===== config.mk =====
export PLATFORM = sky130hd
export DESIGN_NAME = eth_rx_ctrl
export DESIGN_NICKNAME = d
export VERILOG_FILES = /design/src/rtl/eth_pkg.sv /design/src/rtl/crc32.sv /design/src/rtl/eth_rx_ctrl.sv
export SDC_FILE = /design/constraint.sdc
export NUM_CORES = 1
export LEC_CHECK = 0
export CAP_MARGIN = 20
export CORE_ASPECT_RATIO = 1.25
export CORE_UTILIZATION = 50
export CTS_CLUSTER_SIZE = 14
export DETAILED_ROUTE_END_ITERATION = 8
export PLACE_DENSITY = 0.68
export SLEW_MARGIN = 20
export SYNTH_ARGS = -nofsm -noshare
export SYNTH_HDL_FRONTEND = slang
export SYNTH_HIERARCHICAL = 1
export SYNTH_SLANG_ARGS = --single-unit

===== constraint.sdc =====
create_clock -name clk -period 7.1 [get_ports clk]
set_input_delay 1.42 -clock clk [delete_from_list [all_inputs] [get_ports clk]]
set_output_delay 1.42 -clock clk [all_outputs]
set_load 0.02 [all_outputs]

===== src/rtl/eth_pkg.sv =====
// eth_pkg: shared types, status bit indices and RMII constants for the Ethernet receive path
package eth_pkg;
  typedef enum logic [2:0] {ST_WAIT, ST_IDLE, ST_PRE, ST_DATA, ST_DROP, ST_CHECK} state_t;
  localparam int ERR_CRC   = 0;
  localparam int ERR_RXERR = 1;
  localparam int ERR_ALIGN = 2;
  localparam int ERR_RUNT  = 3;
  localparam int ERR_LONG  = 4;
  localparam logic [1:0] DIBIT_PRE = 2'b01;
  localparam logic [1:0] DIBIT_SFD = 2'b11;
  localparam logic [2:0] PRE_MIN   = 3'd4;
  function automatic logic [31:0] crc32_byte(input logic [31:0] c, input logic [7:0] d);
    logic [31:0] r;
    r = c;
    for (int i = 0; i < 8; i++) r = (r[0] ^ d[i]) ? (r >> 1) ^ 32'hEDB88320 : r >> 1;
    return r;
  endfunction
endpackage


===== src/rtl/crc32.sv =====
// crc32: byte-wide Ethernet CRC-32; crc is the FCS word with the first wire byte in the top byte
module crc32
  import eth_pkg::*;
(
  input  logic        clk,
  input  logic        rst,
  input  logic        vld,
  input  logic [7:0]  data,
  output logic [31:0] crc
);
  logic [31:0] state_q;
  logic [31:0] fin;
  assign fin = ~state_q;
  assign crc = {fin[7:0], fin[15:8], fin[23:16], fin[31:24]};
  // accumulate one byte per vld, restarting from all-ones on rst
  always_ff @(posedge clk) begin
    if (rst) state_q <= '1;
    else if (vld) state_q <= crc32_byte(state_q, data);
  end
endmodule


===== src/rtl/eth_rx_ctrl.sv =====
// eth_rx_ctrl: RMII receive framing, FCS stripping and checking, per-frame status and counters
module eth_rx_ctrl
  import eth_pkg::*;
#(
  parameter int MIN_LEN = 64,
  parameter int MAX_LEN = 1518,
  parameter int CNT_W   = 16
) (
  input  logic             clk,
  input  logic             rst,
  input  logic             eth_crsdv,
  input  logic             eth_rxerr,
  input  logic [1:0]       eth_rxd,
  output logic [7:0]       m_data,
  output logic             m_vld,
  output logic             m_sof,
  output logic             st_vld,
  output logic [10:0]      st_len,
  output logic [4:0]       st_err,
  output logic [CNT_W-1:0] cnt_good,
  output logic [CNT_W-1:0] cnt_bad
);
  localparam logic [10:0] MIN_L = 11'(MIN_LEN);
  localparam logic [10:0] MAX_L = 11'(MAX_LEN);
  state_t state_q, state_d;
  logic [2:0] pre_q, pre_d;
  logic [7:0] sr_q, sr_d, byte_w;
  logic [1:0] dcnt_q, dcnt_d;
  logic [10:0] bcnt_q, bcnt_d, bnext;
  logic [3:0][7:0] dl_q, dl_d;
  logic rxerr_q, rxerr_d, align_q, align_d, long_q, long_d;
  logic [7:0] m_data_q, m_data_d;
  logic m_vld_q, m_vld_d, m_sof_q, m_sof_d, st_vld_q, st_vld_d;
  logic [10:0] st_len_q, st_len_d;
  logic [4:0] st_err_q, st_err_d;
  logic [CNT_W-1:0] good_q, good_d, bad_q, bad_d;
  logic crc_rst;
  logic [31:0] crc_w;
  assign byte_w  = {eth_rxd, sr_q[7:2]};
  assign bnext   = bcnt_q + 11'd1;
  assign crc_rst = rst || state_q == ST_IDLE || state_q == ST_PRE;
  assign m_data   = m_data_q;
  assign m_vld    = m_vld_q;
  assign m_sof    = m_sof_q;
  assign st_vld   = st_vld_q;
  assign st_len   = st_len_q;
  assign st_err   = st_err_q;
  assign cnt_good = good_q;
  assign cnt_bad  = bad_q;
  crc32 u_crc (.clk(clk), .rst(crc_rst), .vld(m_vld_q), .data(m_data_q), .crc(crc_w));
  // next state, byte assembly, delay line, payload output and frame status
  always_comb begin
    state_d  = state_q;
    pre_d    = pre_q;
    sr_d     = sr_q;
    dcnt_d   = dcnt_q;
    bcnt_d   = bcnt_q;
    dl_d     = dl_q;
    rxerr_d  = rxerr_q;
    align_d  = align_q;
    long_d   = long_q;
    m_data_d = m_data_q;
    m_vld_d  = 1'b0;
    m_sof_d  = 1'b0;
    st_vld_d = 1'b0;
    st_len_d = st_len_q;
    st_err_d = st_err_q;
    good_d   = st_vld_q && st_err_q == '0 && !(&good_q) ? good_q + CNT_W'(1) : good_q;
    bad_d    = st_vld_q && st_err_q != '0 && !(&bad_q) ? bad_q + CNT_W'(1) : bad_q;
    case (state_q)
      ST_WAIT: state_d = eth_crsdv ? ST_WAIT : ST_IDLE;
      ST_IDLE: begin
        pre_d   = '0;
        state_d = eth_crsdv ? ST_PRE : ST_IDLE;
      end
      ST_PRE: begin
        if (!eth_crsdv) state_d = ST_IDLE;
        else if (eth_rxd == DIBIT_PRE) pre_d = pre_q >= PRE_MIN ? pre_q : pre_q + 3'd1;
        else if (eth_rxd == DIBIT_SFD && pre_q >= PRE_MIN) begin
          state_d = ST_DATA;
          dcnt_d  = '0;
          bcnt_d  = '0;
          rxerr_d = 1'b0;
          align_d = 1'b0;
          long_d  = 1'b0;
        end else if (eth_rxd != 2'b00) state_d = ST_WAIT;
      end
      ST_DATA: begin
        rxerr_d = rxerr_q | eth_rxerr;
        if (!eth_crsdv) begin
          state_d = ST_CHECK;
          align_d = dcnt_q != 2'd0;
        end else begin
          sr_d   = byte_w;
          dcnt_d = dcnt_q + 2'd1;
          if (dcnt_q == 2'd3) begin
            if (bnext > MAX_L) begin
              long_d  = 1'b1;
              state_d = ST_DROP;
            end else begin
              bcnt_d = bnext;
              dl_d   = {dl_q[2:0], byte_w};
              if (bcnt_q >= 11'd4) begin
                m_vld_d  = 1'b1;
                m_sof_d  = bcnt_q == 11'd4;
                m_data_d = dl_q[3];
              end
            end
          end
        end
      end
      ST_DROP: state_d = eth_crsdv ? ST_DROP : ST_CHECK;
      ST_CHECK: begin
        st_vld_d            = 1'b1;
        st_len_d            = bcnt_q >= 11'd4 ? bcnt_q - 11'd4 : '0;
        st_err_d            = '0;
        st_err_d[ERR_CRC]   = !long_q && (bcnt_q < 11'd4 || dl_q != crc_w);
        st_err_d[ERR_RXERR] = rxerr_q;
        st_err_d[ERR_ALIGN] = align_q;
        st_err_d[ERR_RUNT]  = bcnt_q < MIN_L;
        st_err_d[ERR_LONG]  = long_q;
        dl_d                = '0;
        state_d             = ST_IDLE;
      end
      default: state_d = ST_WAIT;
    endcase
  end
  // state register
  always_ff @(posedge clk) begin
    if (rst) state_q <= ST_WAIT;
    else state_q <= state_d;
  end
  // datapath, flags, outputs and counters
  always_ff @(posedge clk) begin
    if (rst) begin
      pre_q    <= '0;
      sr_q     <= '0;
      dcnt_q   <= '0;
      bcnt_q   <= '0;
      dl_q     <= '0;
      rxerr_q  <= 1'b0;
      align_q  <= 1'b0;
      long_q   <= 1'b0;
      m_data_q <= '0;
      m_vld_q  <= 1'b0;
      m_sof_q  <= 1'b0;
      st_vld_q <= 1'b0;
      st_len_q <= '0;
      st_err_q <= '0;
      good_q   <= '0;
      bad_q    <= '0;
    end else begin
      pre_q    <= pre_d;
      sr_q     <= sr_d;
      dcnt_q   <= dcnt_d;
      bcnt_q   <= bcnt_d;
      dl_q     <= dl_d;
      rxerr_q  <= rxerr_d;
      align_q  <= align_d;
      long_q   <= long_d;
      m_data_q <= m_data_d;
      m_vld_q  <= m_vld_d;
      m_sof_q  <= m_sof_d;
      st_vld_q <= st_vld_d;
      st_len_q <= st_len_d;
      st_err_q <= st_err_d;
      good_q   <= good_d;
      bad_q    <= bad_d;
    end
  end
endmodule


== After elaboration in Yosys (flattened, before gate mapping) ==
Index checks and enable logic that the tools add are counted.
Storage, ports and cells
  register bits: 153
  bits of input ports: 6
Cells by class
  mux-type cells: 52
  magnitude comparators: 5
  reductions and logical operators: 34
  bitwise gates (word level): 23
  equal/unequal tests: 24
  add/sub/neg operators: 6
Operator list (number)
  $mux W32: 11
  $not A13 Y14: 8
  $mux W11: 7
  $pmux W32 S2: 1
  $add A16 B1 Y16 const B: 2
  $ne A32 B32 Y1: 1
  $not A32 Y32: 1
  $reduce_and A16 Y1: 2
  $mux W3: 10
  $pmux W11 S2: 1
  $pmux W3 S6: 1
  $ne A2 B2 Y1 const B: 8
  $reduce_and A4 Y1: 4
  $reduce_and A5 Y1: 3
  $reduce_and A7 Y1: 2
  $add A11 B1 Y11 const B: 1
  $eq A11 B3 Y1 const B: 1
  $ge A11 B3 Y1 const B: 1
  $gt A11 B11 Y1 const B: 1
  $lt A11 B3 Y1 const B: 1
  $lt A11 B7 Y1 const B: 1
  $mux W1: 11
  $sub A11 B3 Y11 const B: 1
  $mux W2: 5
  other kinds (27): 59

== Logic depth before layout (Yosys ltp) ==
  word-level depth: 16
  mapped depth: 9

== Cells and area by module ==
Netlist, hierarchy kept.
Modules (own cells, without submodules)
  eth_rx_ctrl: area each 5930.7 µm², instances 1, sequential area each 2382.3 µm², cells each 666
  crc32: area each 1996.9 µm², instances 1, sequential area each 640.6 µm², cells each 208

== Worst setup path before layout ==
Ideal clock, no wire load.
  path kind: input-to-reg
  from: input port rst
  to: register u_crc.state_q[28]
  arrival time: 3.252 ns
  slack: 3.778 ns
  stages on the path: 6
  cells stage by stage: clkbuf_1 > clkbuf_1 > clkbuf_1 > o21bai_1 > dlygate4sd3_1 > o21bai_1
On the way
  longest elaborated chain between the ends: 2
RTL lines
  from (decl): line eth_rx_ctrl.sv:10  | input logic rst,
  $logic_or A1 B1 Y1 (2 in series): line eth_rx_ctrl.sv:41  | assign crc_rst = rst || state_q == ST_IDLE || state_q == ST_PRE;
  named net crc_rst: line eth_rx_ctrl.sv:37  | logic crc_rst;
  to (signal assigned): line crc32.sv:18  | else if (vld) state_q <= crc32_byte(state_q, data);
  to (decl): line crc32.sv:11  | logic [31:0] state_q;
The timed path passes the listed nets, and every way through them passes these cells.
A chain may end at the register's enable or synchronous reset.

== Worst setup path in the final report ==
  from: input port eth_crsdv
  to: register dl_q[2] (netlist name)
On the way
  longest elaborated chain between the ends: 2
RTL lines
  from (decl): line eth_rx_ctrl.sv:11  | input logic eth_crsdv,
  $ne A2 B2 Y1 (no source line)
  $reduce_and A4 Y1 (no source line)
  to (signal assigned): line eth_rx_ctrl.sv:157  | dl_q <= dl_d;
  to (decl): line eth_rx_ctrl.sv:30  | logic [3:0][7:0] dl_q, dl_d;
Every way passes these cells.

==> key figures <==
Outcome
  – Outcome: finished clean

Layout
  – Diodes inserted: 0
  – Layout cell share with drive strength beyond 1: 0.0798
  – Total Nets Final: 930
  – Most common cell after layout, fill and taps aside: dfxtp_1
  – Layout area overhead: 16.1%
  – Most frequent cells in the layout: dfxtp_1, nor2_1, xnor2_1, nand2_1, clkdlybuf4s50_1

Clock tree
  – CTS tree: done
  – Setup Buffers After CTS: 0
  – Num CTS Buffers: 17
  – CTS sink count: 151
  – CTS Root Cell: clkbuf_16
  – CTS Hold Bufs: 0
  – Clk_lat worst skew: 0.42 ns
  – Post-CTS sizing: 0
  – H-tree Lvls: 4
  – Clk pin slew, worst setup/hold paths: 0.06 ns
  – Bufs on Longest Clock Path: 2

Logic synthesis
  – Mean cell area of the mapped netlist: between 9 and 10 sq um
  – FFs w/ async S/R, synth: 0
  – Synth cell types: between 70 and 80
  – Syn_nets: 890
  – Ys Warns: 6
  – Main synth FF type: dfxtp_1
  – Post-synthesis sequential area ratio: 0.381
  – Synth Cell Area: 7930 sq um
  – Yosys reg bits: about 150
  – Post-synth EDFFs: 0
  – Post-synthesis cell count: 874

Floorplanning
  – Ports: between 60 and 70
  – Die Footprint: 16,400 sq um
  – Die height: 143 um
  – Rows: 51
  – DIE WIDTH: 115 um
  – Initial Utilization: 0.509
  – Core Box Area: 15,600 sq um

Global route
  – Vias in the first global route: around 5,800
  – GRT Total Usage: 0.229
  – GRT overflow: 0
  – Largest net degree at the start of global routing: 69
  – Antenna violations before repair: 0
  – First-pass GRT wire length: around 29 mm

Route
  – Vias: 6,070
  – Wirelength, routed: 17.8 mm
  – Initial DRT Pass Iterations: 4
  – Routed wire per std cell: between 15 and 20 um
  – Drc violations: 0
  – Vias/cell: 5.33
  – Detailed Route Iter0 Violations: about 280
  – Antenna-violating nets left: 0

Pwr
  – Peak supply drop: approximately 0.15 mV
  – Pwr dens: approximately 190 nW/um^2
  – Static Leak: around 3.4 nW

STA
  – Relative slew slack: 0.276
  – # setup viols final: 0
  – Period utilization: 0.567
  – Hold Fails Final Rpt: 0
  – Hold_ws: between 0.4 and 0.5 ns
  – RSZ-0062 raised after global routing: no
  – Fin. max-slew vios: 0
  – FMAX: approximately 0.25 GHz
  – Slew at the pin closest to its max-slew limit: ~1.1 ns
  – TNS Setup: 0 ns
  – Tmin final: around 4.0 ns
  – Worst Clk Skew: slightly below 0.009 ns

Min path
  – Worst hold path class: reg -> reg
  – HP Start: st_len[1]$_SDFFE_PP0P_

Setup path
  – Critical Path RT: 7.40 ns
  – Critical Path Sink Type: flop
  – CP Launch Point: eth_crsdv
  – Worst EP arrival: roughly 4.3 ns
  – CP startpoint kind: input port
  – Worst setup path class: in -> reg
  – Max FO, Critical Path: 32
  – Reg2reg start: state_q[1]$_SDFFE_PP0P_

Placed design
  – IO buf count: 64
  – Placer Congestion: ~0.84
  – Post-DP HPWL: between 10 and 15 mm

Job
  – Max-Cap Viols: 0
==> routing by layer <==
layer,global-route usage,share of wire,routed length [um],vias to the layer above
li1,-,-,-,3074
met1,0.284,0.47,8300,2888
met2,0.396,0.49,8770,89
met3,0.0433,0.026,467,19
met4,0.0745,0.015,273,0
met5,0,0,0,-
==> cells in the mapped netlist (all sizes together), types with 7 or more instances <==
library cell  count  share of area
mux2i            21          0.027
inv              45          0.021
nor2b            10         0.0079
xnor2            99           0.12
a211o            29          0.033
dfxtp           151           0.38
nand2b           33          0.026
nor3             14          0.010
o311ai            7         0.0077
xor2             36          0.042
a2111oi          16          0.018
a21oi            33          0.021
o21ai            13         0.0082
and4              8         0.0088
buf              14          0.011
ha               10          0.016
nand4            16          0.013
nand3            16          0.010
nor2            100          0.047
nor4              7         0.0063
o21bai           19          0.018
nand2            64          0.030
nor3b             7         0.0066
clkbuf           33          0.016
mux2              8          0.014
==> per-stage QoR <==
step	area (sq um)	instances	utilization	worst slack, ns	power, mW
2_1_floorplan	7930	874	-	3.78	0.892
3_3_place_gp	8660	1107	0.556	2.70	0.903
3_5_place_dp	8660	1107	0.556	2.64	0.903
4_1_cts	9210	1139	0.591	3.09	1.74
5_1_grt	9210	1139	0.591	2.83	1.78
6_report	9210	1139	0.591	3.07	1.73
==> worst max-delay path, cell delays in order <==
cell and delay [ns]:
clkdlybuf4s50_1 0.61, and2_1 0.40, nand2_1 0.47, a22oi_4 1.00
mux2_2 0.42
==> worst paths after layout <==
| check | endpoint | slack (ns) | cells after the start |
|---|---|---|---|
| min reg2reg | st_len[1]$_SDFFE_PP0P_ | 0.45 | 2 |
| max | dl_q[2]$_SDFFE_PP0P_ | 3.07 | 5 |
| min | st_len[1]$_SDFFE_PP0P_ | 0.45 | 2 |
| max reg2reg | dl_q[2]$_SDFFE_PP0P_ | 3.46 | 5 |
==> area by class of cell <==
cell class	count	area, sq um
Tap cell	212	265
Sequential cell	151	3020
Multi-Input combinational cell	629	4520
Inverter	46	173
Timing Repair Buffer	69	676
Clock buffer	20	447
Clock inverter	12	105
Fill cell	1441	6360
==> logic make-up after synthesis <==
logic type,share of synthesized area
simple gates,0.192
flops,0.381
compound gates,0.143
xor+xnor,0.178
buf+inv,0.0497
mux,0.0402
fa+ha+maj,0.0158
==> flip-flops by register name, indices dropped and copies added, names as in the netlist, 2 cells and up <==
register,count
dl_q,32
u_crc/state_q,32
cnt_bad,16
cnt_good,16
bcnt_q,11
st_len,11
m_data,8
sr_q,6
st_err,5
pre_q,3
state_q,3
dcnt_q,2
==> power by group <==
| group | switching (mW) | internal (mW) |
|---|---|---|
| logic | 0.0235 | 0.0105 |
| registers | 0.00151 | 0.848 |
| clock network | 0.356 | 0.489 |
Power figures use the tool's default switching activity.
==> patch, RTL diff (same flow settings) <==
Change the parameter `CNT_W` from 16 to 24.
--- a/src/rtl/eth_rx_ctrl.sv
+++ b/src/rtl/eth_rx_ctrl.sv
@@ -4,7 +4,7 @@
 #(
   parameter int MIN_LEN = 64,
   parameter int MAX_LEN = 1518,
-  parameter int CNT_W   = 16
+  parameter int CNT_W   = 24
 ) (
   input  logic             clk,
   input  logic             rst,
Ports: changed (resized cnt_bad and cnt_good); port bits go from 65 to 81. The function was not compared with the original's and may differ.
==> patch against the unedited design <==
- die area up 6.0%
- register-to-register slack improved by 710 ps
- cell area rose by 7.3%
- sequential power grew 10%
- routed wire length increased by 9.5%
- sequential share of layout area grew 1.0 points
- worst setup slack better by 230 ps
- sequential cell count increased by 16
- power grew 9.4%
- hold slack improved by 11 ps
- synthesized area grew 6.1%
- critical path type unchanged
- highest routed layer unchanged
==> patch: results (changes against the unedited design) <==
* Slowest cell on the critical path: a41o_1 (was a22oi_4)
* Clk_skew at 10.8 ps (was 8.93 ps)
* Post-CTS Hold Buffers at 0 (unchanged)
* Synth top area cells: dfxtp_1, xnor2_1, nor2_1 (unchanged)
* DP Wirelength at 13900 um (was 12300 um)
* Number of diodes at 0 (unchanged)
* Mux cell area share after synthesis at 1.19% (was 4.02%)
* Worst hold slack at 458 ps (was 447 ps)
* Reg2reg end: dl_q[14] (was dl_q[2])
* Post-synthesis compound-gate area fraction at 13.5% (was 14.3%)
* 1st-pass router iterations at 5 (was 4)
* Number of global-route vias before repair at 6486 (was 5781)
* I/O Buffers at 80 (was 64)
* WP data arrival at 4160 ps (was 4330 ps)
* Leak at 3.60 nW (was 3.39 nW)
* FFs w/ async S/R, synth at 0% (unchanged)
* Drt initial violations at 445 (was 281)
* First-pass GRT wire length at 32500 um (was 29200 um)
* Via density at 5.41 (was 5.33)
* Worst hold start: sr_q[3] (was st_len[1])
* GRT Total Usage at 23.3% (was 22.9%)
* Fraction of layout cells with a size suffix above 1 at 6.87% (was 7.98%)
* Post-synth top cells: dfxtp_1, nor2_1, xnor2_1 (unchanged)
* Final std cell area, no fill at 9880 um^2 (was 9210 um^2)
* RD Place Congestion at 0.839 (was 0.840)
* Hold EP: sr_q[3] (was st_len[1])
* Status: finished, final reports clean (unchanged)
* Reg2Reg Depth at 8 (was 5)
* Slew @ Worst Pin at 967 ps (was 1090 ps)
* Cells after Synth at 979 (was 874)
* Hold depth at 2 (unchanged)
* Hold Path Class: register to register (unchanged)
* Worst-path maximum fanout at 27 (was 32)
* Nets at 1051 (was 930)
* DRT Wirelength at 19500 um (was 17800 um)
* Worst reg2reg setup slack at 4170 ps (was 3460 ps)
* Filler cells at 1474 (was 1441)
* Setup bufs post-CTS at 0 (unchanged)
* Syn_nets at 995 (was 890)
* Post-Synth Adder-Cell Area at 1.49% (was 1.58%)
* Synth cell types at 71 (was 74)
* CTS Buf Count at 17 (unchanged)
* Worst slack at placement at 2870 ps (was 2640 ps)
* Placed instance count at 1232 (was 1107)
* Sequential fraction of the synthesis area at 39.8% (was 38.1%)
* Largest net degree at the start of global routing at 79 (was 69)
* Worst reg2reg path startpoint: bcnt_q[0] (was state_q[1])
* Worst path max stage delay at 940 ps (was 1000 ps)
* Dpl cell area at 9280 um^2 (was 8660 um^2)
* Peak supply drop at 0.163 mV (was 0.153 mV)
* XOR/XNOR Fraction of Synth Area at 17.9% (was 17.8%)
* Non-Filler Instances at 1264 (was 1139)
==> patch: cell types whose count changed after synthesis, moves of 8 or more <==
cell       change
nand2b_1      -30
xnor2_1       +18
nand3_1       +30
o21bai_1      -17
dfxtp_1       +16
mux2i_1       -11
nor2_1        +20
nand4_1       +13
nand2_1       +29
o21ai_0       +22
or3_1          +9
xor2_1         -8
a2111oi_0     -16
a21oi_1       +37
==> patch: worst max path at each step <==
stage                             end  slack, ps  depth (start not counted)
floorplan           u_crc/state_q[28]       4110                          5
global placement              dl_q[2]       2980                          6
detailed placement           dl_q[11]       2870                          6
CTS                          dl_q[11]       3330                          6
global route                 dl_q[18]       2970                          6
finish                       dl_q[14]       3300                          6
==> patch: critical path, delay by kind of cell <==
family / cells / cell delay [ps]
buf+inv: 1 / 550
simple gates: 3 / 1060
compound gates: 2 / 1120
==> patch: where the power goes <==
group	internal [W]	switching, W	total, W
combinational	0.00000792	0.0000261	0.0000340
clock	0.000482	0.000436	0.000918
sequential	0.000937	0.00000216	0.000939
total	0.00143	0.000465	0.00189
==> patch: routing by layer <==
layer  vias up  global-route usage [%]  part of all wire, %
li1       3468                       -                    -
met2       115                    39.8                   49
met4         0                    9.68                  2.0
met3        24                    4.00                  3.2
met5         -                       0                    0
met1      3236                    29.0                   46
==> patch: final cells by class <==
type | count | area share (%)
Multi-Input combinational cell | 717 | 47.2
Sequential cell | 167 | 33.9
Timing Repair Buffer | 85 | 8.46
Clock buffer | 18 | 4.45
Tap cell | 216 | 2.74
Inverter | 47 | 1.79
Clock inverter | 14 | 1.55
